<file path="src/rtl/load_store_unit_if.sv">
// Core request/response and byte-wide data memory bundle for the LSU.
interface load_store_unit_if #(
    parameter int ADDR_W = 8
);
    logic              req_valid;
    logic              req_ready;
    logic              req_we;
    logic              req_size;
    logic              req_signed;
    logic [ADDR_W-1:0] req_addr;
    logic [15:0]       req_wdata;
    logic              resp_valid;
    logic [15:0]       resp_rdata;
    logic              resp_err;
    logic              mem_we;
    logic [ADDR_W-1:0] mem_addr;
    logic [7:0]        mem_wd;
    logic [7:0]        mem_rd;

    modport slave (
        input  req_valid, req_we, req_size, req_signed,
        input  req_addr, req_wdata, mem_rd,
        output req_ready, resp_valid, resp_rdata, resp_err,
        output mem_we, mem_addr, mem_wd
    );

    modport master (
        output req_valid, req_we, req_size, req_signed,
        output req_addr, req_wdata, mem_rd,
        input  req_ready, resp_valid, resp_rdata, resp_err,
        input  mem_we, mem_addr, mem_wd
    );
endinterface

</file>
<file path="src/rtl/load_store_unit.sv">
// Byte/halfword load-store unit over an 8-bit memory port.
// Optional misaligned-halfword trap: LSU_MISALIGN_CHECK_EN.
module load_store_unit #(
    parameter int ADDR_W = 8
) (
    input logic               clk,
    input logic               rst,
    load_store_unit_if.slave  bus
);
    typedef enum logic [1:0] {IDLE, ACC0, ACC1, RESP} state_e;

    state_e            state_q, state_d;
    logic              we_q, size_q, sgn_q, err_q;
    logic [ADDR_W-1:0] addr_q;
    logic [15:0]       wdata_q;
    logic [7:0]        b0_q, b1_q;
    logic [15:0]       hold_q;
    logic [ADDR_W-1:0] maddr_q;
    logic [7:0]        mwd_q;
    logic              accept;
    logic              misal;
    logic [15:0]       ld_data;

    assign accept = (state_q == IDLE) && bus.req_valid;

`ifdef LSU_MISALIGN_CHECK_EN
    assign misal = bus.req_size & bus.req_addr[0];
`else
    assign misal = 1'b0;
`endif

    always_comb begin
        ld_data = {8'h00, b0_q};
        if (size_q)
            ld_data = {b1_q, b0_q};
        else if (sgn_q)
            ld_data = {{8{b0_q[7]}}, b0_q};
    end

    always_ff @(posedge clk or negedge rst) begin
        if (!rst) state_q <= IDLE;
        else      state_q <= state_d;
    end

    always_comb begin
        state_d = state_q;
        unique case (state_q)
            IDLE: if (bus.req_valid) state_d = misal ? RESP : ACC0;
            ACC0: state_d = size_q ? ACC1 : RESP;
            ACC1: state_d = RESP;
            RESP: state_d = IDLE;
        endcase
    end

    // mem_addr/mem_wd hold their last driven value outside the access states
    always_comb begin
        bus.req_ready  = 1'b0;
        bus.resp_valid = 1'b0;
        bus.resp_rdata = hold_q;
        bus.resp_err   = 1'b0;
        bus.mem_we     = 1'b0;
        bus.mem_addr   = maddr_q;
        bus.mem_wd     = mwd_q;
        unique case (state_q)
            IDLE: bus.req_ready = 1'b1;
            ACC0: begin
                bus.mem_addr = addr_q;
                if (we_q) begin
                    bus.mem_we = 1'b1;
                    bus.mem_wd = wdata_q[7:0];
                end
            end
            ACC1: begin
                bus.mem_addr = addr_q + 1'b1;
                if (we_q) begin
                    bus.mem_we = 1'b1;
                    bus.mem_wd = wdata_q[15:8];
                end
            end
            RESP: begin
                bus.resp_valid = 1'b1;
                bus.resp_err   = err_q;
                bus.resp_rdata = (we_q || err_q) ? 16'h0000 : ld_data;
            end
        endcase
    end

    always_ff @(posedge clk or negedge rst) begin
        if (!rst) begin
            we_q    <= 1'b0;
            size_q  <= 1'b0;
            sgn_q   <= 1'b0;
            err_q   <= 1'b0;
            addr_q  <= '0;
            wdata_q <= '0;
            b0_q    <= '0;
            b1_q    <= '0;
            hold_q  <= '0;
            maddr_q <= '0;
            mwd_q   <= '0;
        end else begin
            maddr_q <= bus.mem_addr;
            mwd_q   <= bus.mem_wd;
            if (accept) begin
                we_q    <= bus.req_we;
                size_q  <= bus.req_size;
                sgn_q   <= bus.req_signed;
                err_q   <= misal;
                addr_q  <= bus.req_addr;
                wdata_q <= bus.req_wdata;
            end
            if (state_q == ACC0 && !we_q) b0_q <= bus.mem_rd;
            if (state_q == ACC1 && !we_q) b1_q <= bus.mem_rd;
            if (state_q == RESP && !we_q && !err_q) hold_q <= ld_data;
        end
    end
endmodule

</file>
<file path="src/flat_wrapper.sv">
// flat-port wrapper written by rule: the top's interface ports become plain ports
module load_store_unit_flat 
#(
    parameter int ADDR_W = 8
)
  (clk, rst, bus_req_valid, bus_req_we, bus_req_size, bus_req_signed, bus_req_addr, bus_req_wdata, bus_mem_rd, bus_req_ready, bus_resp_valid, bus_resp_rdata, bus_resp_err, bus_mem_we, bus_mem_addr, bus_mem_wd);
  load_store_unit_if #(.ADDR_W(ADDR_W)) bus_i ();
  input logic clk;
  input logic rst;
  input wire logic [$bits(bus_i.req_valid)-1:0] bus_req_valid;
  input wire logic [$bits(bus_i.req_we)-1:0] bus_req_we;
  input wire logic [$bits(bus_i.req_size)-1:0] bus_req_size;
  input wire logic [$bits(bus_i.req_signed)-1:0] bus_req_signed;
  input wire logic [$bits(bus_i.req_addr)-1:0] bus_req_addr;
  input wire logic [$bits(bus_i.req_wdata)-1:0] bus_req_wdata;
  input wire logic [$bits(bus_i.mem_rd)-1:0] bus_mem_rd;
  output wire logic [$bits(bus_i.req_ready)-1:0] bus_req_ready;
  output wire logic [$bits(bus_i.resp_valid)-1:0] bus_resp_valid;
  output wire logic [$bits(bus_i.resp_rdata)-1:0] bus_resp_rdata;
  output wire logic [$bits(bus_i.resp_err)-1:0] bus_resp_err;
  output wire logic [$bits(bus_i.mem_we)-1:0] bus_mem_we;
  output wire logic [$bits(bus_i.mem_addr)-1:0] bus_mem_addr;
  output wire logic [$bits(bus_i.mem_wd)-1:0] bus_mem_wd;
  assign bus_i.req_valid = bus_req_valid;
  assign bus_i.req_we = bus_req_we;
  assign bus_i.req_size = bus_req_size;
  assign bus_i.req_signed = bus_req_signed;
  assign bus_i.req_addr = bus_req_addr;
  assign bus_i.req_wdata = bus_req_wdata;
  assign bus_i.mem_rd = bus_mem_rd;
  assign bus_req_ready = bus_i.req_ready;
  assign bus_resp_valid = bus_i.resp_valid;
  assign bus_resp_rdata = bus_i.resp_rdata;
  assign bus_resp_err = bus_i.resp_err;
  assign bus_mem_we = bus_i.mem_we;
  assign bus_mem_addr = bus_i.mem_addr;
  assign bus_mem_wd = bus_i.mem_wd;
  load_store_unit #(.ADDR_W(ADDR_W)) u_core (.clk(clk), .rst(rst), .bus(bus_i));
endmodule
</file>
<file path="config.mk">
export PLATFORM = sky130hd
export DESIGN_NAME = load_store_unit_flat
export DESIGN_NICKNAME = d
export VERILOG_FILES = /design/src/rtl/load_store_unit_if.sv /design/src/rtl/load_store_unit.sv /design/src/flat_wrapper.sv
export SDC_FILE = /design/constraint.sdc
export NUM_CORES = 1
export LEC_CHECK = 0
export BUFFER_PORTS_ARGS = -buffer_cell sky130_fd_sc_hd__buf_2
export CAP_MARGIN = 20
export CORE_ASPECT_RATIO = 1.25
export CORE_MARGIN = 4
export CORE_UTILIZATION = 51
export CTS_BUF_LIST = sky130_fd_sc_hd__clkbuf_8
export CTS_CLUSTER_DIAMETER = 100
export DETAILED_ROUTE_END_ITERATION = 8
export PLACE_DENSITY = 0.8
export SETUP_SLACK_MARGIN = 0.3
export SYNTH_ARGS = -nofsm -noshare
export SYNTH_HDL_FRONTEND = slang
export SYNTH_SLANG_ARGS = --single-unit
</file>
<file path="constraint.sdc">
create_clock -name clk -period 1.55 [get_ports clk]
set_input_delay 0.2325 -clock clk [delete_from_list [all_inputs] [get_ports clk]]
set_output_delay 0.2325 -clock clk [all_outputs]
set_load 0.02 [all_outputs]
</file>
==> impl_metrics.xml, run 1 <==
<?xml version="1.0" encoding="UTF-8"?>
<metrics>
  <group name="logic_synthesis">
    <metric name="yosys_warnings" unit="">0</metric>
    <metric name="ys_seq_area_frac" unit="">0.572</metric>
    <metric name="synth_mux_area_frac" unit="">0.150</metric>
    <metric name="netlist_instances" unit="">292</metric>
    <metric name="synth-compound-area-share" unit="">0.120</metric>
    <metric name="synthSimpleGateAreaFrac" unit="">0.0814</metric>
    <metric name="mapped_avg_cell_area" unit="um^2">11.5</metric>
    <metric name="main_combinational_cell_family_by_area_after_synthesis" unit="">multiplexers</metric>
    <metric name="post_synth_net_total" unit="">335</metric>
    <metric name="mappedNetlistArea" unit="um^2">3370</metric>
    <metric name="synth_cell_types" unit="">33</metric>
    <metric name="dominantRegCellSynth" unit="">sky130_fd_sc_hd__dfrtp_1</metric>
    <metric name="share_of_the_synthesized_netlist_area_taken_by_xor_and_xnor_gates" unit="">0.00781</metric>
    <metric name="synthArstFlopShare" unit="">1.00</metric>
    <metric name="post_synth_fa_ha_maj_area_fraction" unit="">0.0186</metric>
    <metric name="edff_count_synth" unit="">0</metric>
    <metric name="postSynthRegisterBits" unit="">77</metric>
  </group>
  <group name="clock_tree">
    <metric name="clock_tree.root_cell" unit="">sky130_fd_sc_hd__clkbuf_8</metric>
    <metric name="total_cts_buffers" unit="">9</metric>
    <metric name="cts.sinks" unit="">77</metric>
    <metric name="cts_htree_levels" unit="">3</metric>
    <metric name="clock_path_buffers" unit="">2</metric>
  </group>
  <group name="placed_design">
    <metric name="gp_routability_congestion" unit="">0.751</metric>
    <metric name="dpl.cell_count" unit="">459</metric>
    <metric name="placement.cell_area" unit="um^2">4530</metric>
    <metric name="post-place-ws" unit="ps">-393</metric>
    <metric name="dp.final_hpwl" unit="mm">5.55</metric>
    <metric name="port_buffers" unit="">72</metric>
  </group>
  <group name="outcome">
    <metric name="status" unit="">aborted with a tool error</metric>
    <metric name="error_line" unit="">[ERROR DPL-0033] detailed placement checks failed during check placement.</metric>
    <metric name="last_flow_stage_reached" unit="">global routing</metric>
  </group>
  <group name="global_route">
    <metric name="initial_antenna_violation_count" unit="">0</metric>
    <metric name="grt_max_degree" unit="">78</metric>
  </group>
  <group name="die">
    <metric name="number_of_standard_cell_rows_in_the_floorplan" unit="">32</metric>
    <metric name="die_h" unit="um">98.8</metric>
    <metric name="die_width" unit="um">80.7</metric>
    <metric name="boundaryPins" unit="">74</metric>
    <metric name="start_util" unit="">0.535</metric>
  </group>
  <group name="timing">
    <metric name="worst_endpoint_kind" unit="">primary output</metric>
    <metric name="worst_endpoint" unit="">bus_mem_addr[6]</metric>
  </group>
</metrics>
per-stage QoR:
| step | hold WS (ps) | TNS, ps |
|---|---|---|
| 2_1_floorplan | -63.1 | -156 |
| 3_3_place_gp | 280 | -7770 |
| 3_5_place_dp | 282 | -9520 |
| 4_1_cts | 91.3 | -15460 |
synthesized netlist by cell type, drive strengths merged (5+ instances only):
master / n / area, um^2
inv: 19 / 71.3
o21ai: 32 / 160
ha: 5 / 62.6
nor2b: 14 / 87.6
mux2: 44 / 495
dfrtp: 77 / 1930
nand2: 27 / 111
o22ai: 16 / 100
a21oi: 5 / 25.0
buf: 15 / 85.1
nor2: 8 / 30.0
a22oi: 10 / 75.1
cells by family after synthesis:
logic type / count (synthesis)
AO/OA/AOI/OAI: 69
XOR/XNOR: 3
adder cells (fa/ha/maj): 5
buffers and inverters: 36
flip-flops: 77
multiplexers: 45
other: 1
AND/OR/NAND/NOR: 56
what timing repair did:
action,in CTS
resized for setup,183
setup endpoints to repair,112
setup buffers,29
pin swaps,14
cloned,4
hold buffers,1
endpoints found under the hold margin,77
==> inputs of run 2 (changes only) <==
--- a/config.mk
+++ b/config.mk
@@ -7,14 +7,10 @@
 export LEC_CHECK = 0
 export BUFFER_PORTS_ARGS = -buffer_cell sky130_fd_sc_hd__buf_2
 export CAP_MARGIN = 20
-export CORE_ASPECT_RATIO = 1.25
 export CORE_MARGIN = 4
-export CORE_UTILIZATION = 51
-export CTS_BUF_LIST = sky130_fd_sc_hd__clkbuf_8
-export CTS_CLUSTER_DIAMETER = 100
+export CORE_UTILIZATION = 40
 export DETAILED_ROUTE_END_ITERATION = 8
-export PLACE_DENSITY = 0.8
-export SETUP_SLACK_MARGIN = 0.3
+export PLACE_DENSITY_LB_ADDON = 0.15
 export SYNTH_ARGS = -nofsm -noshare
 export SYNTH_HDL_FRONTEND = slang
 export SYNTH_SLANG_ARGS = --single-unit
==> constraint.sdc (replaced) <==
create_clock -name clk -period 2 [get_ports clk]
set_input_delay 0.3 -clock clk [delete_from_list [all_inputs] [get_ports clk]]
set_output_delay 0.3 -clock clk [all_outputs]
set_load 0.02 [all_outputs]
==> run 2 against run 1 <==
  * The flow now finishes, with violations (setup timing)
  * Area after synthesis unchanged
  * Synthesized cell count unchanged
==> impl_metrics.xml, run 2 <==
<?xml version="1.0" encoding="UTF-8"?>
<metrics>
  <group name="setup_path">
    <metric name="worstSetupPathType" unit="">reg2out</metric>
    <metric name="critical_path.reg2reg.endpoint" unit="">u_core.b0_q[0]</metric>
    <metric name="critical_path_peak_fanout" unit="">9</metric>
    <metric name="startpoint_type" unit="">flop</metric>
    <metric name="critPathArrivalTime" unit="ps">1800</metric>
    <metric name="worst-r2r-setup-slack" unit="ps">300</metric>
    <metric name="reg2reg_from" unit="">u_core.state_q[1]</metric>
    <metric name="end_kind" unit="">output pin</metric>
    <metric name="cp.required" unit="ps">1700</metric>
    <metric name="timing_startpoint_of_the_critical_path" unit="">u_core.state_q[0]</metric>
    <metric name="ff2ff_path_depth" unit="">7</metric>
    <metric name="crit_path_end" unit="">bus_mem_addr[2]</metric>
  </group>
  <group name="timing">
    <metric name="timing.final.hold_violations" unit="">0</metric>
    <metric name="setup_violations" unit="">24</metric>
    <metric name="skew" unit="ps">8.47</metric>
    <metric name="final_period_utilization" unit="">1.05</metric>
    <metric name="finalWorstSetupSlack" unit="ps">-103</metric>
    <metric name="rsz0062_at_grt" unit="">true</metric>
    <metric name="period_needed" unit="ps">2100</metric>
    <metric name="final.setup.tns" unit="ps">-1320</metric>
    <metric name="fmax" unit="GHz">0.476</metric>
    <metric name="timing.final.max_slew_violations" unit="">0</metric>
  </group>
  <group name="finish">
    <metric name="final_layout_size_suffix_gt1_frac" unit="">0.563</metric>
    <metric name="layout_filler_cell_count" unit="">721</metric>
    <metric name="seq_area" unit="um^2">1930</metric>
    <metric name="most-common-layout-cells" unit="">sky130_fd_sc_hd__dfrtp_1, sky130_fd_sc_hd__mux2_2, sky130_fd_sc_hd__buf_2</metric>
    <metric name="final_net_count" unit="">442</metric>
    <metric name="antenna_cells_inserted" unit="">0</metric>
    <metric name="final_common_cell" unit="">sky130_fd_sc_hd__dfrtp_1</metric>
    <metric name="instances_no_fill" unit="">508</metric>
    <metric name="area_overhead_vs_synth" unit="%">45.6</metric>
    <metric name="multi_input_area" unit="um^2">1660</metric>
    <metric name="biggestRegsByFlops" unit="">u_core.hold_q (16), u_core.wdata_q (16)</metric>
  </group>
  <group name="logic_synthesis">
    <metric name="mapped_avg_cell_area" unit="um^2">11.5</metric>
    <metric name="post_synth_net_total" unit="">335</metric>
    <metric name="synth_top_area_frac" unit="">0.572</metric>
    <metric name="ys_seq_area_frac" unit="">0.572</metric>
    <metric name="yosysMostFrequentCell" unit="">sky130_fd_sc_hd__dfrtp_1</metric>
    <metric name="synthArstFlopShare" unit="">1.00</metric>
    <metric name="edff_count_synth" unit="">0</metric>
    <metric name="synth_cell_types" unit="">33</metric>
    <metric name="yosys_warnings" unit="">0</metric>
    <metric name="mappedNetlistArea" unit="um^2">3370</metric>
    <metric name="netlist_instances" unit="">292</metric>
    <metric name="postSynthRegisterBits" unit="">77</metric>
    <metric name="dominantRegCellSynth" unit="">sky130_fd_sc_hd__dfrtp_1</metric>
    <metric name="netlist_top_cells_area" unit="">sky130_fd_sc_hd__dfrtp_1, sky130_fd_sc_hd__mux2_2, sky130_fd_sc_hd__o21ai_0, sky130_fd_sc_hd__o22ai_1, sky130_fd_sc_hd__nand2_1</metric>
    <metric name="yosys.area.top_type" unit="">sky130_fd_sc_hd__dfrtp_1</metric>
    <metric name="synth.top_cells.by_count" unit="">sky130_fd_sc_hd__dfrtp_1, sky130_fd_sc_hd__mux2_2, sky130_fd_sc_hd__o21ai_0</metric>
  </group>
  <group name="outcome">
    <metric name="failed_checks" unit="">setup timing</metric>
    <metric name="status" unit="">complete, but fails checks</metric>
  </group>
  <group name="global_route">
    <metric name="residual_overflow_from_global_routing" unit="">0</metric>
    <metric name="grt_max_degree" unit="">35</metric>
    <metric name="initial_antenna_violation_count" unit="">0</metric>
    <metric name="number_of_global_route_vias_before_repair" unit="">2640</metric>
    <metric name="global_route.usage.total" unit="">0.167</metric>
    <metric name="grt_first_pass_wirelength" unit="mm">13.1</metric>
  </group>
  <group name="route">
    <metric name="detailedRoute.firstIterationViolations" unit="">56</metric>
    <metric name="average_wire_per_standard_cell" unit="um">16.1</metric>
    <metric name="drc" unit="">0</metric>
    <metric name="routed_via_count" unit="">2550</metric>
    <metric name="antenna_left" unit="">0</metric>
    <metric name="via_per_inst" unit="">5.02</metric>
    <metric name="finalWirelength" unit="mm">8.20</metric>
    <metric name="drt_pass1_iterations" unit="">4</metric>
  </group>
  <group name="clock_tree">
    <metric name="clock_tree_from_tritoncts" unit="">done</metric>
    <metric name="clk-insertion-delay-late" unit="ps">340</metric>
    <metric name="clk_pin_slew_worst_paths" unit="ps">80</metric>
    <metric name="clock_path_buffers" unit="">2</metric>
    <metric name="clock_tree.root_cell" unit="">sky130_fd_sc_hd__clkbuf_8</metric>
    <metric name="cts.sinks" unit="">77</metric>
    <metric name="cts_htree_levels" unit="">3</metric>
    <metric name="total_cts_buffers" unit="">9</metric>
  </group>
  <group name="placed_design">
    <metric name="dp.final_hpwl" unit="mm">5.03</metric>
    <metric name="dpl.cell_count" unit="">465</metric>
    <metric name="port_buffers" unit="">72</metric>
    <metric name="gp_routability_congestion" unit="">0.718</metric>
  </group>
  <group name="pwr">
    <metric name="peakVddDrop" unit="V">0.00115</metric>
    <metric name="leakage" unit="nW">2.18</metric>
    <metric name="power_density" unit="nW/um^2">2060</metric>
    <metric name="power.total" unit="mW">10.1</metric>
  </group>
  <group name="die">
    <metric name="number_of_standard_cell_rows_in_the_floorplan" unit="">33</metric>
    <metric name="core_region_area" unit="um^2">8220</metric>
    <metric name="die_h" unit="um">99.7</metric>
    <metric name="start_util" unit="">0.410</metric>
    <metric name="die_width" unit="um">99.7</metric>
    <metric name="boundaryPins" unit="">74</metric>
    <metric name="die_area" unit="um^2">9950</metric>
  </group>
  <group name="job">
    <metric name="drv_cap" unit="">0</metric>
  </group>
  <group name="hold_path">
    <metric name="hold-path-cell-count" unit="">2</metric>
    <metric name="timing.hold.worst.class" unit="">in2reg</metric>
  </group>
</metrics>
[run 2: cell counts after synthesis]
Identical to the previous run, type by type.
[run 2: metal layers]
layer  share of wire  GRT usage  routed length [um]
met3           0.046     0.0386                 381
met2            0.49      0.274                4050
met4           0.018     0.0641                 150
met1            0.44      0.213                3620
met5               0          0                   0
[run 2: timing repair]
item	CTS	global route
buffers inserted	14	9
setup endpoints to repair	41	33
cloned	3	1
hold buffers	1	0
endpoints found under the hold margin	20	0
resized for setup	102	64
pin swaps	14	20
[run 2: area by class of cell]
class                           instances  area share
Timing Repair Buffer                  112       0.192
Sequential cell                        77       0.393
Inverter                               19      0.0166
Tap cell                              105      0.0268
Clock buffer                           13      0.0304
Clock inverter                          2     0.00204
Multi-Input combinational cell        180       0.339
[run 2: worst min-delay path by stage]
stage	start	to	slack (ps)
2_1_floorplan	rst	u_core.addr_q[0]	4
3_3_place_gp	rst	u_core.hold_q[3]	220
3_5_place_dp	rst	u_core.hold_q[4]	220
4_1_cts	bus_req_addr[0]	u_core.addr_q[0]	170
5_1_grt	bus_req_addr[2]	u_core.addr_q[2]	170
6_report	bus_req_addr[4]	u_core.addr_q[4]	180
[run 2: worst max-delay path, cell delays in order (launching register included)]
cell and delay, ps:
sky130_fd_sc_hd__dfrtp_1 370, sky130_fd_sc_hd__buf_6 140, sky130_fd_sc_hd__inv_6 40, sky130_fd_sc_hd__ha_4 330, sky130_fd_sc_hd__buf_12 140, sky130_fd_sc_hd__nor2_1 50
sky130_fd_sc_hd__a31oi_1 200, sky130_fd_sc_hd__buf_4 190
[run 2: logic make-up (layout without fill, tap and decap cells)]
kind of cell,after synthesis,count (layout),synth area share
other,1,1,0.00111
AO/OA/AOI/OAI,69,69,0.120
buffers and inverters,36,146,0.0487
adder cells (fa/ha/maj),5,5,0.0186
AND/OR/NAND/NOR,56,57,0.0814
multiplexers,45,45,0.150
XOR/XNOR,3,3,0.00781
flip-flops,77,77,0.572
[run 2: report_power, final]
part | internal, mW | leakage [nW] | switching, mW | total, mW
clock | 0.476 | 0.0833 | 0.543 | 1.02
combinational | 3.16 | 1.16 | 3.18 | 6.34
sequential | 2.32 | 0.934 | 0.438 | 2.76
[run 2: per-stage QoR]
stage / setup slack, ps / cell area, um^2 / util / hold WS [ps]
finish: -103 / 4900 / 0.596 / 180
global route: -174 / 4900 / 0.596 / 174
CTS: -117 / 4540 / 0.552 / 168
detailed placement: -415 / 3890 / 0.473 / 223
global placement: -357 / 3890 / 0.473 / 217
floorplan: 79.6 / 3370 / - / 4.41
Note: power is estimated with default switching activity, not from simulation.
==> inputs of run 3 (changes only) <==
--- a/config.mk
+++ b/config.mk
@@ -10,6 +10,7 @@
 export CORE_MARGIN = 4
 export CORE_UTILIZATION = 40
 export DETAILED_ROUTE_END_ITERATION = 8
+export HOLD_SLACK_MARGIN = 0.06
 export PLACE_DENSITY_LB_ADDON = 0.15
 export SYNTH_ARGS = -nofsm -noshare
 export SYNTH_HDL_FRONTEND = slang
==> constraint.sdc (replaced) <==
create_clock -name clk -period 2 [get_ports clk]
set_input_delay 0.3 -clock clk [delete_from_list [all_inputs] [get_ports clk]]
set_output_delay 0.3 -clock clk [all_outputs]
set_load 0.05 [all_outputs]
==> run 3 against run 2 <==
  * The flow still finishes with violations (setup timing)
  * Cell area rose by 1.3%
  * Clock skew is 4.3 ps lower
  * Non-clock buffer count shrank 7
  * Worst setup slack better by 45 ps
  * Core utilization up 0.78 points
  * Die area did not move
==> impl_metrics.xml, run 3 (synthesis gave the netlist of run 2 again) <==
<?xml version="1.0" encoding="UTF-8"?>
<metrics>
  <group name="clock_tree">
    <metric name="clock_tree.root_cell" unit="">sky130_fd_sc_hd__clkbuf_8</metric>
    <metric name="cts_htree_levels" unit="">3</metric>
    <metric name="clock_path_buffers" unit="">2</metric>
    <metric name="total_cts_buffers" unit="">9</metric>
    <metric name="clk_pin_slew_worst_paths" unit="ps">80</metric>
    <metric name="clock_tree_from_tritoncts" unit="">done</metric>
    <metric name="clk-insertion-delay-late" unit="ps">340</metric>
    <metric name="cts.sinks" unit="">77</metric>
  </group>
  <group name="outcome">
    <metric name="failed_checks" unit="">setup timing</metric>
    <metric name="status" unit="">complete, but fails checks</metric>
  </group>
  <group name="finish">
    <metric name="layout_filler_cell_count" unit="">699</metric>
    <metric name="final_common_cell" unit="">sky130_fd_sc_hd__dfrtp_1</metric>
    <metric name="final_layout_size_suffix_gt1_frac" unit="">0.576</metric>
    <metric name="area_overhead_vs_synth" unit="%">47.5</metric>
    <metric name="most-common-layout-cells" unit="">sky130_fd_sc_hd__dfrtp_1, sky130_fd_sc_hd__mux2_2, sky130_fd_sc_hd__buf_2</metric>
    <metric name="final_net_count" unit="">435</metric>
    <metric name="antenna_cells_inserted" unit="">0</metric>
    <metric name="biggestRegsByFlops" unit="">u_core.hold_q (16), u_core.wdata_q (16)</metric>
  </group>
  <group name="die">
    <metric name="die_width" unit="um">99.7</metric>
    <metric name="core_region_area" unit="um^2">8220</metric>
    <metric name="boundaryPins" unit="">74</metric>
    <metric name="die_h" unit="um">99.7</metric>
    <metric name="start_util" unit="">0.410</metric>
    <metric name="number_of_standard_cell_rows_in_the_floorplan" unit="">33</metric>
    <metric name="die_area" unit="um^2">9950</metric>
  </group>
  <group name="global_route">
    <metric name="global_route.usage.total" unit="">0.172</metric>
    <metric name="number_of_global_route_vias_before_repair" unit="">2687</metric>
    <metric name="grt_max_degree" unit="">36</metric>
    <metric name="residual_overflow_from_global_routing" unit="">0</metric>
    <metric name="grt_first_pass_wirelength" unit="mm">13.5</metric>
    <metric name="initial_antenna_violation_count" unit="">0</metric>
  </group>
  <group name="setup_path">
    <metric name="critical_path_peak_fanout" unit="">9</metric>
    <metric name="worstSetupPathType" unit="">reg2out</metric>
    <metric name="cp.required" unit="ps">1700</metric>
    <metric name="critPathArrivalTime" unit="ps">1760</metric>
    <metric name="worst-r2r-setup-slack" unit="ps">320</metric>
    <metric name="startpoint_type" unit="">flop</metric>
    <metric name="end_kind" unit="">output pin</metric>
  </group>
  <group name="placed_design">
    <metric name="post-place-ws" unit="ps">84.4</metric>
    <metric name="gp_routability_congestion" unit="">0.743</metric>
    <metric name="dp.final_hpwl" unit="mm">5.18</metric>
    <metric name="port_buffers" unit="">72</metric>
  </group>
  <group name="timing">
    <metric name="fmax" unit="GHz">0.486</metric>
    <metric name="period_needed" unit="ps">2060</metric>
    <metric name="setup_violations" unit="">22</metric>
    <metric name="final_period_utilization" unit="">1.03</metric>
    <metric name="finalWorstSetupSlack" unit="ps">-57.9</metric>
    <metric name="rsz0062_at_grt" unit="">true</metric>
    <metric name="timing.final.hold_violations" unit="">0</metric>
    <metric name="skew" unit="ps">4.13</metric>
    <metric name="timing.final.max_slew_violations" unit="">0</metric>
  </group>
  <group name="route">
    <metric name="finalWirelength" unit="mm">7.77</metric>
    <metric name="average_wire_per_standard_cell" unit="um">15.5</metric>
    <metric name="antenna_left" unit="">0</metric>
    <metric name="via_per_inst" unit="">5.00</metric>
    <metric name="drc" unit="">0</metric>
    <metric name="drt_pass1_iterations" unit="">4</metric>
    <metric name="routed_via_count" unit="">2504</metric>
    <metric name="detailedRoute.firstIterationViolations" unit="">72</metric>
  </group>
  <group name="hold_path">
    <metric name="timing.hold.worst.class" unit="">in2reg</metric>
  </group>
  <group name="job">
    <metric name="drv_cap" unit="">0</metric>
  </group>
</metrics>
## run 3: final timing paths
check,startpoint,end,cells past startpoint
max,u_core.state_q[0],bus_mem_addr[4],7
min,bus_req_addr[3],u_core.addr_q[3],2
max reg2reg,u_core.state_q[1],u_core.b0_q[4],6
min reg2reg,u_core.mwd_q[4],u_core.mwd_q[4],2
max in group asynchronous,rst,u_core.maddr_q[1],3
min in group asynchronous,rst,u_core.hold_q[5],2
## run 3: timing repair
action | CTS | global route
pin swaps | 6 | 9
setup endpoints to repair | 33 | 34
gates cloned | 2 | 0
hold endpoints to repair | 32 | 0
resized for setup | 101 | 31
hold buffers | 1 | 0
buffers inserted | 8 | 4
## run 3: critical path: stages, from the launching register on
cell and delay (ps):
sky130_fd_sc_hd__dfrtp_2 460, sky130_fd_sc_hd__inv_4 100, sky130_fd_sc_hd__ha_4 150, sky130_fd_sc_hd__buf_6 130, sky130_fd_sc_hd__nor3b_2 180, sky130_fd_sc_hd__a21oi_2 50, sky130_fd_sc_hd__a21oi_2 170, sky130_fd_sc_hd__buf_6 180
## run 3: layout make-up
| cell class | instances | area [um^2] | area share |
|---|---|---|---|
| Clock inverter | 4 | 95.1 | 0.0192 |
| Clock buffer | 11 | 151 | 0.0305 |
| Multi-Input combinational cell | 180 | 1710 | 0.345 |
| Tap cell | 105 | 131 | 0.0265 |
| Timing Repair Buffer | 105 | 868 | 0.175 |
| Inverter | 19 | 76.3 | 0.0154 |
| Sequential cell | 77 | 1930 | 0.389 |
## run 3: through the flow
| stage | setup TNS, ps | area [um^2] | std cells | utilization | hold WS, ps |
|---|---|---|---|---|---|
| 6_report | -735 | 4960 | 501 | 0.604 | 186 |
| 3_5_place_dp | 0 | 4140 | 471 | 0.503 | 279 |
| 5_1_grt | -3810 | 4960 | 501 | 0.604 | 169 |
| 3_3_place_gp | 0 | 4140 | 471 | 0.503 | 284 |
| 4_1_cts | -1250 | 4820 | 497 | 0.586 | 165 |
| 2_1_floorplan | -393 | 3570 | 292 | - | 4.41 |
## run 3: routing by layer
layer / share of wire / GRT usage / vias to the layer above
met5: 0 / 0 / -
met4: 0.010 / 0.0567 / 0
met3: 0.054 / 0.0449 / 8
met2: 0.48 / 0.281 / 54
met1: 0.45 / 0.221 / 1223
li1: - / - / 1219
Power of run 3 is not shown: default switching activity piles up to over one toggle a cycle in this logic, so the estimate is an artifact.
==> inputs of run 4 (changes only) <==
--- a/config.mk
+++ b/config.mk
@@ -12,6 +12,7 @@
 export DETAILED_ROUTE_END_ITERATION = 8
 export HOLD_SLACK_MARGIN = 0.06
 export PLACE_DENSITY_LB_ADDON = 0.15
+export REMOVE_ABC_BUFFERS = 1
 export SYNTH_ARGS = -nofsm -noshare
 export SYNTH_HDL_FRONTEND = slang
 export SYNTH_SLANG_ARGS = --single-unit
==> run 4 against run 3 <==
  * The flow still finishes with violations (setup timing)
  * Count of clock-buffer cells in the layout grew 1
  * Sequential share of layout area shrank 1.2 points
  * Cell area grew 3.3%
  * Maximum frequency shrank 1.9%
  * Final cell count grew 2.6%
  * Worst hold slack gained 2.2 ps
  * Die area is the same
  * Largest cell class unchanged
  * Register-to-register slack lost 50 ps
==> impl_metrics.xml, run 4 (synthesis gave the netlist of run 2 again) <==
<?xml version="1.0" encoding="UTF-8"?>
<metrics>
  <group name="outcome">
    <metric name="status" unit="">complete, but fails checks</metric>
    <metric name="failed_checks" unit="">setup timing</metric>
  </group>
  <group name="clock_tree">
    <metric name="cts_htree_levels" unit="">3</metric>
    <metric name="clk_pin_slew_worst_paths" unit="ps">80</metric>
    <metric name="clk-insertion-delay-late" unit="ps">340</metric>
    <metric name="clock_tree.root_cell" unit="">sky130_fd_sc_hd__clkbuf_8</metric>
    <metric name="cts.sinks" unit="">77</metric>
    <metric name="clock_path_buffers" unit="">2</metric>
    <metric name="total_cts_buffers" unit="">9</metric>
    <metric name="clock_tree_from_tritoncts" unit="">done</metric>
  </group>
  <group name="finish">
    <metric name="final_net_count" unit="">447</metric>
    <metric name="area_overhead_vs_synth" unit="%">52.3</metric>
    <metric name="antenna_cells_inserted" unit="">0</metric>
    <metric name="biggestRegsByFlops" unit="">u_core.hold_q (16), u_core.wdata_q (16)</metric>
    <metric name="most-common-layout-cells" unit="">sky130_fd_sc_hd__dfrtp_1, sky130_fd_sc_hd__mux2_2, sky130_fd_sc_hd__buf_6</metric>
    <metric name="final_layout_size_suffix_gt1_frac" unit="">0.628</metric>
    <metric name="layout_filler_cell_count" unit="">662</metric>
    <metric name="final_common_cell" unit="">sky130_fd_sc_hd__dfrtp_1</metric>
  </group>
  <group name="route">
    <metric name="detail_route.wirelength.met1" unit="mm">3.68</metric>
    <metric name="average_wire_per_standard_cell" unit="um">16.7</metric>
    <metric name="finalWirelength" unit="mm">8.60</metric>
    <metric name="via_per_inst" unit="">5.14</metric>
    <metric name="drc" unit="">0</metric>
    <metric name="highest_layer" unit="">met5</metric>
    <metric name="routed_via_count" unit="">2644</metric>
    <metric name="met2_wirelength" unit="mm">4.40</metric>
    <metric name="drt_pass1_iterations" unit="">4</metric>
    <metric name="antenna_left" unit="">0</metric>
    <metric name="detailedRoute.firstIterationViolations" unit="">76</metric>
    <metric name="met3WireLength" unit="um">406</metric>
  </group>
  <group name="setup_path">
    <metric name="cpMostUsedCell" unit="">sky130_fd_sc_hd__buf_6</metric>
    <metric name="path_delay_family" unit="">flip-flops</metric>
    <metric name="cp.required" unit="ps">1700</metric>
    <metric name="end_kind" unit="">output pin</metric>
    <metric name="slowest_stage_cell_cp" unit="">sky130_fd_sc_hd__dfrtp_2</metric>
    <metric name="critPathArrivalTime" unit="ps">1800</metric>
    <metric name="startpoint_type" unit="">flop</metric>
    <metric name="critical_path_peak_fanout" unit="">8</metric>
    <metric name="worst_path_largest_cell_delay" unit="ps">470</metric>
    <metric name="critical_path.reg2reg.endpoint" unit="">u_core.b0_q[5]</metric>
    <metric name="timing_startpoint_of_the_critical_path" unit="">u_core.state_q[1]</metric>
    <metric name="crit_path_cell_trace" unit="">inv_4 -&gt; ha_4 -&gt; nor2_2 -&gt; o21ai_1 -&gt; buf_6 -&gt; nand2_2 -&gt; o21ai_2 -&gt; buf_6</metric>
    <metric name="cp.buffers_inverters" unit="">3</metric>
    <metric name="worstSetupPathType" unit="">reg2out</metric>
    <metric name="reg2reg_from" unit="">u_core.state_q[1]</metric>
    <metric name="ff2ff_path_depth" unit="">6</metric>
    <metric name="worst-r2r-setup-slack" unit="ps">270</metric>
  </group>
  <group name="die">
    <metric name="die_area" unit="um^2">9950</metric>
    <metric name="core_region_area" unit="um^2">8220</metric>
    <metric name="die_width" unit="um">99.7</metric>
    <metric name="boundaryPins" unit="">74</metric>
    <metric name="start_util" unit="">0.410</metric>
    <metric name="number_of_standard_cell_rows_in_the_floorplan" unit="">33</metric>
    <metric name="die_h" unit="um">99.7</metric>
  </group>
  <group name="hold_path">
    <metric name="hold-path-cell-count" unit="">2</metric>
    <metric name="timing.hold.worst.class" unit="">in2reg</metric>
    <metric name="holdCritStartpoint" unit="">bus_req_size</metric>
    <metric name="worstHoldEndpoint" unit="">u_core.size_q</metric>
  </group>
  <group name="timing">
    <metric name="final.setup.tns" unit="ps">-1160</metric>
    <metric name="skew" unit="ps">7.86</metric>
    <metric name="holdWs" unit="ps">188</metric>
    <metric name="tightest_pin_transition" unit="ps">588</metric>
    <metric name="period_needed" unit="ps">2100</metric>
    <metric name="finalWorstSetupSlack" unit="ps">-97.0</metric>
    <metric name="rsz0062_at_grt" unit="">true</metric>
    <metric name="fmax" unit="GHz">0.477</metric>
    <metric name="final_period_utilization" unit="">1.05</metric>
    <metric name="timing.final.max_slew_violations" unit="">0</metric>
    <metric name="setup_violations" unit="">21</metric>
    <metric name="timing.max_slew.rel_slack" unit="">0.608</metric>
    <metric name="timing.final.hold_violations" unit="">0</metric>
  </group>
  <group name="global_route">
    <metric name="initial_antenna_violation_count" unit="">1</metric>
    <metric name="grt_first_pass_wirelength" unit="mm">13.1</metric>
    <metric name="grt_max_degree" unit="">44</metric>
    <metric name="residual_overflow_from_global_routing" unit="">0</metric>
    <metric name="number_of_global_route_vias_before_repair" unit="">2657</metric>
    <metric name="global_route.usage.total" unit="">0.166</metric>
  </group>
  <group name="placed_design">
    <metric name="port_buffers" unit="">72</metric>
    <metric name="gp_routability_congestion" unit="">0.735</metric>
    <metric name="dp.final_hpwl" unit="mm">4.99</metric>
  </group>
  <group name="job">
    <metric name="drv_cap" unit="">0</metric>
  </group>
</metrics>
==> run 4: cell types whose count changed in the layout (fill, tap and decap cells not counted), moves of 4 or more <==
cell / change
sky130_fd_sc_hd__o22ai_4: -5
sky130_fd_sc_hd__nand2_1: -9
sky130_fd_sc_hd__buf_6: +5
sky130_fd_sc_hd__o21ai_4: -6
sky130_fd_sc_hd__o21ai_2: +8
sky130_fd_sc_hd__nand2_2: +11
sky130_fd_sc_hd__o22ai_2: +5
sky130_fd_sc_hd__a22oi_2: +4
sky130_fd_sc_hd__a22oi_1: -4
==> run 4: metrics by stage <==
step	instances	instance area [um^2]	util	setup WS [ps]
3_3_place_gp	467	3920	0.477	62.4
2_1_floorplan	275	3270	-	-1440
5_1_grt	514	5130	0.624	-176
4_1_cts	504	4750	0.578	-88.3
3_5_place_dp	467	3920	0.477	36.9
6_report	514	5130	0.624	-97.0
==> run 4: worst max path at each step <==
stage	end	slack, ps	depth (start not counted)
3_3_place_gp	bus_mem_addr[2]	60	7
2_1_floorplan	bus_resp_rdata[10]	-1440	4
4_1_cts	bus_mem_addr[4]	-90	7
6_report	bus_mem_wd[3]	-100	8
5_1_grt	bus_mem_wd[5]	-180	8
3_5_place_dp	bus_mem_addr[2]	40	7
==> run 4: worst register-to-register path, stage by stage, from the launching register on <==
cell and delay (ps):
sky130_fd_sc_hd__dfrtp_2 470, sky130_fd_sc_hd__inv_4 100, sky130_fd_sc_hd__ha_4 200, sky130_fd_sc_hd__buf_4 170
sky130_fd_sc_hd__nor2b_1 130, sky130_fd_sc_hd__buf_4 190, sky130_fd_sc_hd__mux2_2 360
==> run 4: cell type report <==
class	count	area (um^2)	share of cell area
clock buffer	12	145	0.0283
clock inverter	4	47.5	0.00927
inverter	19	76.3	0.0149
multi-input combinational	180	1710	0.334
sequential	77	1930	0.377
tap	105	131	0.0256
timing repair buffer	117	1080	0.212
==> run 4: per-layer routing <==
metal,vias to the layer above,global-route usage
met5,-,0
met2,59,0.274
met1,1329,0.217
met3,11,0.0400
met4,2,0.0504
li1,1243,-
==> run 4: timing repair <==
action                     4_1_cts  5_1_grt
gates cloned                     4        2
pin swaps                       18       18
hold endpoints to repair        41        0
resized for setup              125       77
buffers inserted                16        8
setup endpoints to repair       33       33
hold buffers                     1        0
Power of run 4 is left out for the same reason.
